==> config.mk <==
export PLATFORM = sky130hd
export DESIGN_NAME = key_led_sched
export DESIGN_NICKNAME = d
export VERILOG_FILES = /design/src/rtl/key_led_sched.sv
export SDC_FILE = /design/constraint.sdc
export NUM_CORES = 1
export LEC_CHECK = 0
export BUFFER_PORTS_ARGS = -buffer_cell sky130_fd_sc_hd__buf_2
export CORE_MARGIN = 1
export CORE_UTILIZATION = 45
export CTS_CLUSTER_SIZE = 8
export DETAILED_ROUTE_END_ITERATION = 8
export PLACE_DENSITY = 0.69
export SLEW_MARGIN = 25
export SYNTH_ARGS = -nofsm -noshare
export SYNTH_HDL_FRONTEND = slang
export SYNTH_SLANG_ARGS = --single-unit
==> constraint.sdc <==
create_clock -name sys_clk -period 2.2 [get_ports sys_clk]
set_input_delay 0.11 -clock sys_clk [delete_from_list [all_inputs] [get_ports sys_clk]]
set_output_delay 0.11 -clock sys_clk [all_outputs]
set_load 0.1 [all_outputs]
==> src/rtl/key_led_sched.sv <==
// key_led_sched: debounced, latched-mode pattern sequencer owning the 4-LED bank.
// Optional macro KEY_LED_SCHED_PAUSE_EN adds a synchronous 'pause' input that freezes step and timer.
//
// state   | meaning
// IDLE    | LEDs off, step timer held at 0
// RUN_L   | single LED walking toward led[3]
// RUN_R   | single LED walking toward led[0]
// BLINK   | all LEDs on for even steps, off for odd steps
// ALL_ON  | all LEDs on, step timer held at 0
module key_led_sched #(
   parameter logic [19:0] DEB_CNT  = 20'd1_000_000,
   parameter logic [23:0] STEP_CNT = 24'd10_000_000
) (
   input  logic       sys_clk,
   input  logic       sys_rst_n,
   input  logic [3:0] key,
`ifdef KEY_LED_SCHED_PAUSE_EN
   input  logic       pause,
`endif
   output logic [3:0] led,
   output logic [2:0] mode,
   output logic [3:0] key_evt
);

   localparam logic [2:0] IDLE   = 3'd0;
   localparam logic [2:0] RUN_L  = 3'd1;
   localparam logic [2:0] RUN_R  = 3'd2;
   localparam logic [2:0] BLINK  = 3'd3;
   localparam logic [2:0] ALL_ON = 3'd4;

   logic [3:0]  key_s1;
   logic [3:0]  key_s2;
   logic [3:0]  key_deb;
   logic [19:0] deb_cnt [4];
   logic [3:0]  deb_hit;
   logic [3:0]  deb_fall;
   logic        win_vld;
   logic [2:0]  win_mode;
   logic [2:0]  mode_nxt;
   logic [1:0]  step;
   logic [23:0] step_tmr;
   logic [3:0]  led_nxt;
   logic        run;
   logic        hold;

`ifdef KEY_LED_SCHED_PAUSE_EN
   assign hold = pause;
`else
   assign hold = 1'b0;
`endif

   always_ff @(posedge sys_clk or negedge sys_rst_n) begin
      if (!sys_rst_n) begin
         key_s1 <= 4'hF;
         key_s2 <= 4'hF;
      end else begin
         key_s1 <= key;
         key_s2 <= key_s1;
      end
   end

   // A bit is accepted on the cycle its counter has seen DEB_CNT consecutive differing samples.
   always_comb begin
      deb_hit = '0;
      for (int i = 0; i < 4; i++) begin
         deb_hit[i] = (key_s2[i] != key_deb[i]) && (deb_cnt[i] == DEB_CNT - 20'd1);
      end
      deb_fall = deb_hit & ~key_s2;
   end

   always_ff @(posedge sys_clk or negedge sys_rst_n) begin
      if (!sys_rst_n) begin
         key_deb <= 4'hF;
         key_evt <= '0;
         for (int i = 0; i < 4; i++) deb_cnt[i] <= '0;
      end else begin
         key_evt <= deb_fall;
         for (int i = 0; i < 4; i++) begin
            if (key_s2[i] == key_deb[i]) begin
               deb_cnt[i] <= '0;
            end else if (deb_hit[i]) begin
               deb_cnt[i] <= '0;
               key_deb[i] <= key_s2[i];
            end else begin
               deb_cnt[i] <= deb_cnt[i] + 20'd1;
            end
         end
      end
   end

   // Lowest-index press wins; the rest of a simultaneous group is dropped.
   always_comb begin
      win_vld  = |key_evt;
      win_mode = IDLE;
      if      (key_evt[0]) win_mode = RUN_L;
      else if (key_evt[1]) win_mode = RUN_R;
      else if (key_evt[2]) win_mode = BLINK;
      else if (key_evt[3]) win_mode = ALL_ON;
   end

   always_ff @(posedge sys_clk or negedge sys_rst_n) begin
      if (!sys_rst_n) mode <= IDLE;
      else            mode <= mode_nxt;
   end

   always_comb begin
      mode_nxt = mode;
      if (win_vld) begin
         mode_nxt = (win_mode == mode) ? IDLE : win_mode;
      end else if (mode > ALL_ON) begin
         mode_nxt = IDLE;
      end
   end

   assign run = (mode == RUN_L) || (mode == RUN_R) || (mode == BLINK);

   // A press takes priority over a coinciding step wrap.
   always_ff @(posedge sys_clk or negedge sys_rst_n) begin
      if (!sys_rst_n) begin
         step     <= '0;
         step_tmr <= '0;
      end else if (win_vld || !run) begin
         step     <= '0;
         step_tmr <= '0;
      end else if (!hold) begin
         if (step_tmr == STEP_CNT - 24'd1) begin
            step_tmr <= '0;
            step     <= step + 2'd1;
         end else begin
            step_tmr <= step_tmr + 24'd1;
         end
      end
   end

   always_comb begin
      led_nxt = 4'b0000;
      case (mode)
         RUN_L:   led_nxt = 4'b0001 << step;
         RUN_R:   led_nxt = 4'b1000 >> step;
         BLINK:   led_nxt = step[0] ? 4'b0000 : 4'b1111;
         ALL_ON:  led_nxt = 4'b1111;
         default: led_nxt = 4'b0000;
      endcase
   end

   always_ff @(posedge sys_clk or negedge sys_rst_n) begin
      if (!sys_rst_n) led <= 4'b0000;
      else            led <= led_nxt;
   end

endmodule

After elaboration in Yosys (flattened, before gate mapping)

Index checks and enable logic that the tools add are counted.

Bits in registers: 129
Input port bits: 6
Word-level logic and storage cells: 84

Add/subtract/negate cells: 6
Order comparisons: 1
Equal/unequal tests: 18
Shifts and indexed selects: 2
Muxes and demuxes: 21
Bitwise gates (word level): 6
Reduce and logical (&&, ||, !) cells: 15

Operators with widths:

| operator              | count |
|---|---|
| $mux 20               | 8 |
| $add 20x1->20 const B | 4 |
| $eq 20x20->1 const B  | 4 |
| $mux 24               | 2 |
| $add 24x1->24 const B | 1 |
| $eq 24x24->1 const B  | 1 |
| $mux 3                | 7 |
| $pmux 4 s4            | 1 |
| $reduce_and 2->1      | 4 |
| $eq 3x2->1 const B    | 2 |
| $and 4x4->4           | 1 |
| $eq 1x1->1            | 4 |
| $logic_and 1x1->1     | 4 |
| $mux 2                | 2 |
| $mux 4                | 1 |
| $ne 1x1->1            | 4 |
| $not 1->1             | 4 |
| $not 4->4             | 1 |
| $reduce_bool 2->1     | 2 |
| $reduce_or 4->1       | 1 |
| $shl 1x2->4 const A   | 1 |
| $shr 4x2->4 const A   | 1 |
| $eq 3x1->1 const B    | 1 |
| $eq 3x3->1            | 1 |
| other kinds (5)       | 7 |

Depth between registers and ports, before layout

Gate-level depths: netlist of the first run.

Depth in word-level cells: 7
Depth in mapped cells: 7
Mapped depth without buffers: 6

Worst setup path after synthesis of the first run

OpenSTA, ideal clock, no wires.

Path kind: reg2reg
From: reg mode[0]
To: reg step_tmr[18]
Arrival time: 2,057 ps
Required time: 2,122 ps
Path slack: 65 ps
Cell stages (with the launch flop): 7
Clock period less this slack: 2,135 ps
Cell sequence: dfrtp_1 > clkbuf_1 > nor2_1 > nor4_1 > o21ai_1 > clkbuf_1 > a21oi_1

Cells in the longest elaborated chain, start to end: 6
Elaborated cells on any way between the ends: 8

Ends and longest elaborated chain:

| what                                            | line | source |
|---|---|---|
| start, declared                                 | 21   | `output logic [2:0] mode,` |
| start signal, assigned                          | 103  | `else mode <= mode_nxt;` |
| $eq 3x1->1 / $eq 3x2->1 (equally long branches) | 115  | `assign run = (mode == RUN_L) \|\| (mode == RUN_R) \|\| (mode == BLINK);` |
| $logic_or 1x1->1                                | 115  |  |
| $logic_or 1x1->1 (*)                            | 115  |  |
| $logic_not 1->1 (*)                             | 122  | `end else if (win_vld \|\| !run) begin` |
| $logic_or 1x1->1 (*)                            | 122  |  |
| $mux 24 (*)                                     | 122  |  |
| end signal, assigned                            | 130  | `step_tmr <= step_tmr + 24'd1;` |
| end, declared                                   | 41   | `logic [23:0] step_tmr;` |

Mark *: on every way between the ends. The rest lies on a longest branch, timed or not.
A chain may end at the register's enable or synchronous reset.

Final worst setup path of the first run

From: reg deb_cnt[60] (netlist bit)
To: reg deb_cnt[78] (netlist bit)

Cells in the longest elaborated chain, start to end: 4
Elaborated cells on any way between the ends: 5

Ends and longest elaborated chain:

| what                                                                  | line | source |
|---|---|---|
| start, declared                                                       | 34   | `logic [19:0] deb_cnt [4];` |
| start signal, assigned by index                                       | 85   | `deb_cnt[i] <= deb_cnt[i] + 20'd1;` |
| parallel branches: the longest is 2 deep, another holds $add 20x1->20 | -    |  |
| $mux 20 (*)                                                           | 81   | `end else if (deb_hit[i]) begin` |
| $mux 20 (*)                                                           | 79   | `if (key_s2[i] == key_deb[i]) begin` |

Every way passes the cells marked *.

==> results.py, run 1 <==
metrics = {
    "synth": {
        "syn_area_sq_um": 6330,
        "ys_warn_count": 0,
        "avgSynthCellArea_sq_um": 9.875,
        "ys_types": 42,
        "syn_inst": 641,
        "ys.flop_type": "dfrtp_1",
        "synth_area_leaders": "dfrtp_1, dfstp_2, xnor2_1, nor2_1, xor2_1",
        "yosysTopAreaCell": "dfrtp_1",
        "synth_edf_count": 0,
        "synth_nets": 656,
        "synth_seq_cells": 129,
        "async_flop_share_pct": 100.0,
        "yosysTopAreaCellShare_pct": 46.25,
        "synth_seq_area_share_pct": 51.24,
    },
    "sta": {
        "fmax_ghz": 0.4780,
        "setup_ws_ns": 0.1081,
        "fin_skew_ns": 0.007746,
        "rsz0062_at_grt": "false",
        "setup_viol": 0,
        "relSlewSlack_pct": 50.88,
        "min_period_ns": 2.092,
        "setup_tns_ns": 0,
        "finalCritPeriodShare_pct": 95.09,
        "slew_violations": 0,
        "worst_slew_pin_slew_ns": 0.7300,
        "finalHoldViolations": 0,
    },
    "global_routing": {
        "grt_pass1_wl_um": 21610,
        "gr-total-overflow": 0,
        "grt.total_usage_pct": 18.70,
        "grt_pass1_vias": 4737,
        "grt_max_degree": 48,
        "antenna_found_initial": 0,
    },
    "floorplan": {
        "num_rows": 42,
        "start_util_pct": 46.87,
        "pin_count": 17,
        "core_sq_um": 13510,
        "die_h_um": 120.6,
        "die_area_sq_um": 14540,
        "die_x_um": 120.6,
    },
    "critical_path": {
        "crit_path_start_kind": "flop",
        "r2r-end": "deb_cnt[78]",
        "r2r_cells": 5,
        "crit_required_ns": 2.54,
        "cp.arrival_ns": 2.43,
        "cp_max_fo": 6,
        "r2r_start": "deb_cnt[60]",
        "ff2ff_setup_slack_ns": 0.11,
        "setup.worst_path.end_class": "flop",
        "critPathKind": "flop to flop",
    },
    "clock_tree": {
        "cts.repair_timing.setup_buffer_count": 0,
        "clock_sinks": 129,
        "insertion_delay_ns": 0.42,
        "cts_root_buf": "clkbuf_16",
        "path_clk_slew_ns": 0.05,
        "h-tree-depth": 4,
        "cts-buffers-inserted": 17,
        "clockBufferDepth": 2,
        "cts_tree": "yes",
    },
    "detailed_routing": {
        "dr.pass1.iters": 5,
        "drtIter0Drc": 316,
        "via_count": 4879,
        "routed_wl_um": 12320,
        "wl_per_cell_um": 14.19,
        "via_per_inst": 5.621,
        "drc": 0,
        "drtAntennaViolNets": 0,
    },
    "final_layout": {
        "areaGrowthSynthToFinish_pct": 15.85,
        "insertedDiodeCount": 0,
        "drive_gt1_share_pct": 11.85,
        "nets": 694,
    },
    "power": {
        "ir_worst_vdd_v": 0.0004254,
        "p_seq_share_pct": 46.5,
        "p_leak_nw": 2.936,
        "power_switching_mw": 1.079,
        "p_clk_share_pct": 50.9,
        "swShare_pct": 20.61,
        "power_density_nw_per_um2": 713.8,
        "p_int_mw": 4.156,
        "p_comb_share_pct": 2.7,
    },
    "placement": {
        "hpwl_um": 8451,
        "preCtsSetupSlack_ns": 0.07607,
        "gp_congestion": 0.8268,
        "port_buffers": 16,
    },
    "outcome": {
        "outcome": "completed",
    },
    "min_path": {
        "hp-class": "input pin to asynchronous set/reset pin",
    },
    "job": {
        "maxCapViolations": 0,
    },
}
## cells by family (layout without fill, tap and decap cells)
family | Yosys count | in the layout | synth area share [%]
DFF | 129 | 129 | 51.24
xor gates and xnor gates | 68 | 68 | 9.409
buffers and inverters | 40 | 91 | 2.451
and+or+nand+nor | 299 | 299 | 25.38
adders and majority gates | 9 | 9 | 1.779
AOI/OAI and AO/OA | 92 | 92 | 9.033
muxes | 4 | 4 | 0.7116
## power by group through the flow
stage	clock [mW]	sequential (mW)	combinational [mW]
floorplan	0	2.47	0.0567
CTS	2.71	2.43	0.144
global route	2.81	2.43	0.161
finish	2.66	2.43	0.139
global placement	0	2.47	0.134
detailed placement	0	2.47	0.137
## placed cells by master (no fill, tap or decap), types with 11 or more instances in the layout
| cell type | count |
|---|---|
| or4_1 | 22 |
| nor2_1 | 82 |
| nor3_1 | 14 |
| inv_1 | 22 |
| o21ai_0 | 28 |
| xnor2_1 | 36 |
| o31ai_1 | 16 |
| dfstp_2 | 12 |
| and4_1 | 11 |
| nand4_1 | 26 |
| nand3_1 | 32 |
| buf_2 | 15 |
| a21oi_1 | 36 |
| dfrtp_1 | 117 |
| buf_4 | 15 |
| nand2_1 | 45 |
| nor4_1 | 18 |
| xor2_1 | 32 |
| or3_1 | 14 |
| clkbuf_16 | 17 |
## routing by layer
metal,up-vias,GRT usage (%),share of wire (%)
met5,-,0,0
met4,0,8.179,1.9
met3,23,4.623,3.3
met2,60,30.21,48
met1,2406,23.81,47
li1,2390,-,-
## sequential cells by signal, summed over array words and instances, names as in the netlist
name      flops
key_evt       4
key_deb       4
mode          3
led           4
deb_cnt      80
step_tmr     24
key_s2        4
step          2
key_s1        4
## cell type report
type / instances / area [sq um]
Clock buffer: 28 / 516.7
Clock inverter: 4 / 47.55
Fill cell: 1175 / 6172
Inverter: 22 / 82.58
Multi-Input combinational cell: 472 / 2945
Sequential cell: 129 / 3243
Tap cell: 176 / 220.2
Timing Repair Buffer: 37 / 277.8
## stage by stage
stage	total power, mW	instance area (sq um)	instances	utilization, %	hold WS [ns]
after floorplan	2.522	6330	641	-	-0.1856
after global placement	2.604	6715	831	49.72	0.1595
after detailed placement	2.609	6715	831	49.72	0.1590
after CTS	5.288	7330	868	54.27	0.2581
after global routing	5.410	7333	868	54.30	0.3089
final	5.235	7333	868	54.30	0.2438
## synthesized netlist by cell type (all sizes together) (2+ instances only)
cell type and number:
nor3 14, inv 22, nand3 32, mux2 4
or4 23, buf 3, dfrtp 117, and3 9
nor4 18, dfstp 12, xor2 32, nand2b 3
a21oi 36, nand4 28, nor3b 3, ha 9
nand2 45, and4 11, nand4b 6, o31ai 18
or3 14, clkbuf 15, o41ai 2, and2 2
or2 2, xnor2 36, nor2 82, o21ai 29
nor4b 3, a22oi 4
## how the worst max path moves through the flow
stage | from | endpoint | slack, ns
floorplan | mode[0] | step_tmr[18] | 0.06
global placement | deb_cnt[60] | deb_cnt[78] | 0.17
detailed placement | deb_cnt[20] | deb_cnt[38] | 0.08
CTS | deb_cnt[20] | deb_cnt[38] | 0.09
global route | deb_cnt[60] | deb_cnt[78] | 0.008
finish | deb_cnt[60] | deb_cnt[78] | 0.11
## worst max-delay path, cell delays in order (launching register included)
cell and delay (ns):
dfrtp_1 0.38, ha_1 0.23, nand4_1 0.12, or4_1 0.63
or4_1 0.51, a21oi_1 0.15
## timing repair
action / CTS / global route
endpoints found under the setup margin: 0 / 1
endpoints found under the hold margin: 39 / 0
gates resized for setup: 0 / 1
hold buffers: 5 / 0
No activity file was read; power rests on OpenSTA's default activity.
==> run 2, diff against run 1 <==
--- a/config.mk
+++ b/config.mk
@@ -8,9 +8,9 @@
 export BUFFER_PORTS_ARGS = -buffer_cell sky130_fd_sc_hd__buf_2
 export CORE_MARGIN = 1
 export CORE_UTILIZATION = 45
+export CTS_BUF_LIST = sky130_fd_sc_hd__clkbuf_2 sky130_fd_sc_hd__clkbuf_4 sky130_fd_sc_hd__clkbuf_8
 export CTS_CLUSTER_SIZE = 8
 export DETAILED_ROUTE_END_ITERATION = 8
-export PLACE_DENSITY = 0.69
 export SLEW_MARGIN = 25
 export SYNTH_ARGS = -nofsm -noshare
 export SYNTH_HDL_FRONTEND = slang
==> run 2 against run 1 <==
Maximum frequency hardly changed. Hold slack worse by 0.024 ns. Core utilization is 1.1 points lower. Via count is 0.70% lower. Sequential power hardly changed. First-iteration DRC count is 5.4% higher. Critical path type unchanged.
==> results.py, run 2 (synthesis results as in run 1) <==
metrics = {
    "final_layout": {
        "multi_input_area_sq_um": 2949,
        "insertedDiodeCount": 0,
        "seq_area_sq_um": 3243,
        "fillers": 1205,
        "regMostFlops": "deb_cnt",
        "drive_gt1_share_pct": 12.74,
        "layout_common_cells": "dfrtp_1, nor2_1, nand2_1",
        "final_util_pct": 53.19,
        "reg.largest.list": "deb_cnt x80, step_tmr x24",
        "areaGrowthSynthToFinish_pct": 13.48,
        "stdcell_count": 867,
        "largest_reg_flops": 80,
        "nets": 693,
        "final_common_cell": "dfrtp_1",
    },
    "sta": {
        "fin_skew_ns": 0.009830,
        "min_period_ns": 2.094,
        "worst_slew_pin_slew_ns": 0.6018,
        "holdWs_ns": 0.2199,
        "finalHoldViolations": 0,
        "fmax_ghz": 0.4776,
        "setup_viol": 0,
        "rsz0062_at_grt": "false",
        "setup_tns_ns": 0,
        "relSlewSlack_pct": 59.88,
        "slew_violations": 0,
        "finalCritPeriodShare_pct": 95.17,
    },
    "floorplan": {
        "num_rows": 42,
        "start_util_pct": 46.87,
        "core_sq_um": 13510,
        "die_x_um": 120.6,
        "pin_count": 17,
        "die_h_um": 120.6,
        "die_area_sq_um": 14540,
    },
    "critical_path": {
        "r2r-end": "deb_cnt[78]",
        "cp_max_fo": 7,
        "ff2ff_setup_slack_ns": 0.11,
        "r2r_start": "deb_cnt[60]",
        "path_cells": "ha_1 > nand4_1 > or4_4 > or4_1 > a21oi_1",
        "crit_buf_inv": 0,
        "critPathKind": "flop to flop",
        "slowest_stage": "or4_4",
        "path_delay_family": "simple AND/OR/NAND/NOR gates",
        "r2r_cells": 5,
        "setup.worst_path.end_class": "flop",
        "cp.arrival_ns": 2.46,
        "critPathMaxStageDelay_ns": 0.60,
        "crit_required_ns": 2.57,
        "crit_path_start_kind": "flop",
    },
    "global_routing": {
        "grt_pass1_vias": 4739,
        "gr-total-overflow": 0,
        "grt_pass1_wl_um": 21600,
        "antenna_found_initial": 0,
        "grt.total_usage_pct": 18.82,
        "grt_max_degree": 46,
    },
    "power": {
        "p_leak_nw": 2.873,
        "swShare_pct": 21.73,
        "power_density_nw_per_um2": 651.3,
        "ir_worst_vdd_v": 0.0003542,
        "p_seq_share_pct": 51.9,
        "power_switching_mw": 1.016,
        "p_clk_share_pct": 45.1,
        "p_int_mw": 3.662,
        "p_total_mw": 4.678,
        "p_comb_share_pct": 3.0,
    },
    "job": {
        "maxCapViolations": 0,
    },
    "placement": {
        "port_buffers": 16,
        "gp_congestion": 0.8143,
        "hpwl_um": 8393,
        "dp_cells": 830,
    },
    "detailed_routing": {
        "drc": 0,
        "wl_per_cell_um": 14.22,
        "dr.pass1.iters": 5,
        "drtIter0Drc": 333,
        "drtAntennaViolNets": 0,
        "via_per_inst": 5.588,
        "via_count": 4845,
        "routed_wl_um": 12330,
    },
    "outcome": {
        "outcome": "completed",
    },
    "clock_tree": {
        "cts-buffers-inserted": 17,
        "h-tree-depth": 4,
        "insertion_delay_ns": 0.44,
        "cts_root_buf": "clkbuf_8",
        "path_clk_slew_ns": 0.07,
        "cts_tree": "yes",
        "cts.repair_timing.setup_buffer_count": 0,
        "clockBufferDepth": 2,
        "clock_sinks": 129,
    },
    "min_path": {
        "hp-class": "input pin to asynchronous set/reset pin",
    },
}
[run 2: final cells by class]
cell class | count | area share (%)
Multi-Input combinational cell | 472 | 41.06
Inverter | 22 | 1.150
Clock buffer | 21 | 3.937
Sequential cell | 129 | 45.15
Timing Repair Buffer | 36 | 3.762
Clock inverter | 11 | 1.881
Tap cell | 176 | 3.066
[run 2: power by group through the flow]
stage,clock [mW],combinational [mW],sequential (mW)
floorplan,0,0.0567,2.47
global placement,0,0.135,2.47
detailed placement,0,0.139,2.47
CTS,2.18,0.146,2.43
global route,2.29,0.163,2.43
finish,2.11,0.140,2.43
[run 2: timing repair]
action | 4_1_cts | 5_1_grt
endpoints found under the setup margin | 0 | 2
resized for setup | 0 | 2
endpoints found under the hold margin | 41 | 0
hold buffers | 5 | 0
[run 2: stage by stage]
step / cell area [sq um] / setup slack, ns
6_report: 7183 / 0.1063
3_3_place_gp: 6708 / 0.1230
5_1_grt: 7183 / 0.01013
2_1_floorplan: 6330 / 0.06485
4_1_cts: 7176 / 0.05036
3_5_place_dp: 6708 / 0.03581
[run 2: layer usage]
layer	global-route usage (%)	routed length, um
met1	24.23	6001
met2	29.89	5768
met3	5.519	388
met4	7.176	173
met5	0	0
[run 2: worst max-delay path by stage]
stage	start	endpoint	slack [ns]	cells after the start
after floorplan	mode[0]	step_tmr[18]	0.06	6
after global placement	deb_cnt[60]	deb_cnt[78]	0.12	5
after detailed placement	deb_cnt[60]	deb_cnt[78]	0.04	5
after CTS	deb_cnt[60]	deb_cnt[78]	0.05	5
after global routing	deb_cnt[60]	deb_cnt[78]	0.01	5
final	deb_cnt[60]	deb_cnt[78]	0.11	5
[run 2: worst reg2reg max path: stages, from the launching register on]
cell	delay, ns
dfrtp_1	0.39
ha_1	0.23
nand4_1	0.14
or4_4	0.60
or4_1	0.51
a21oi_1	0.16
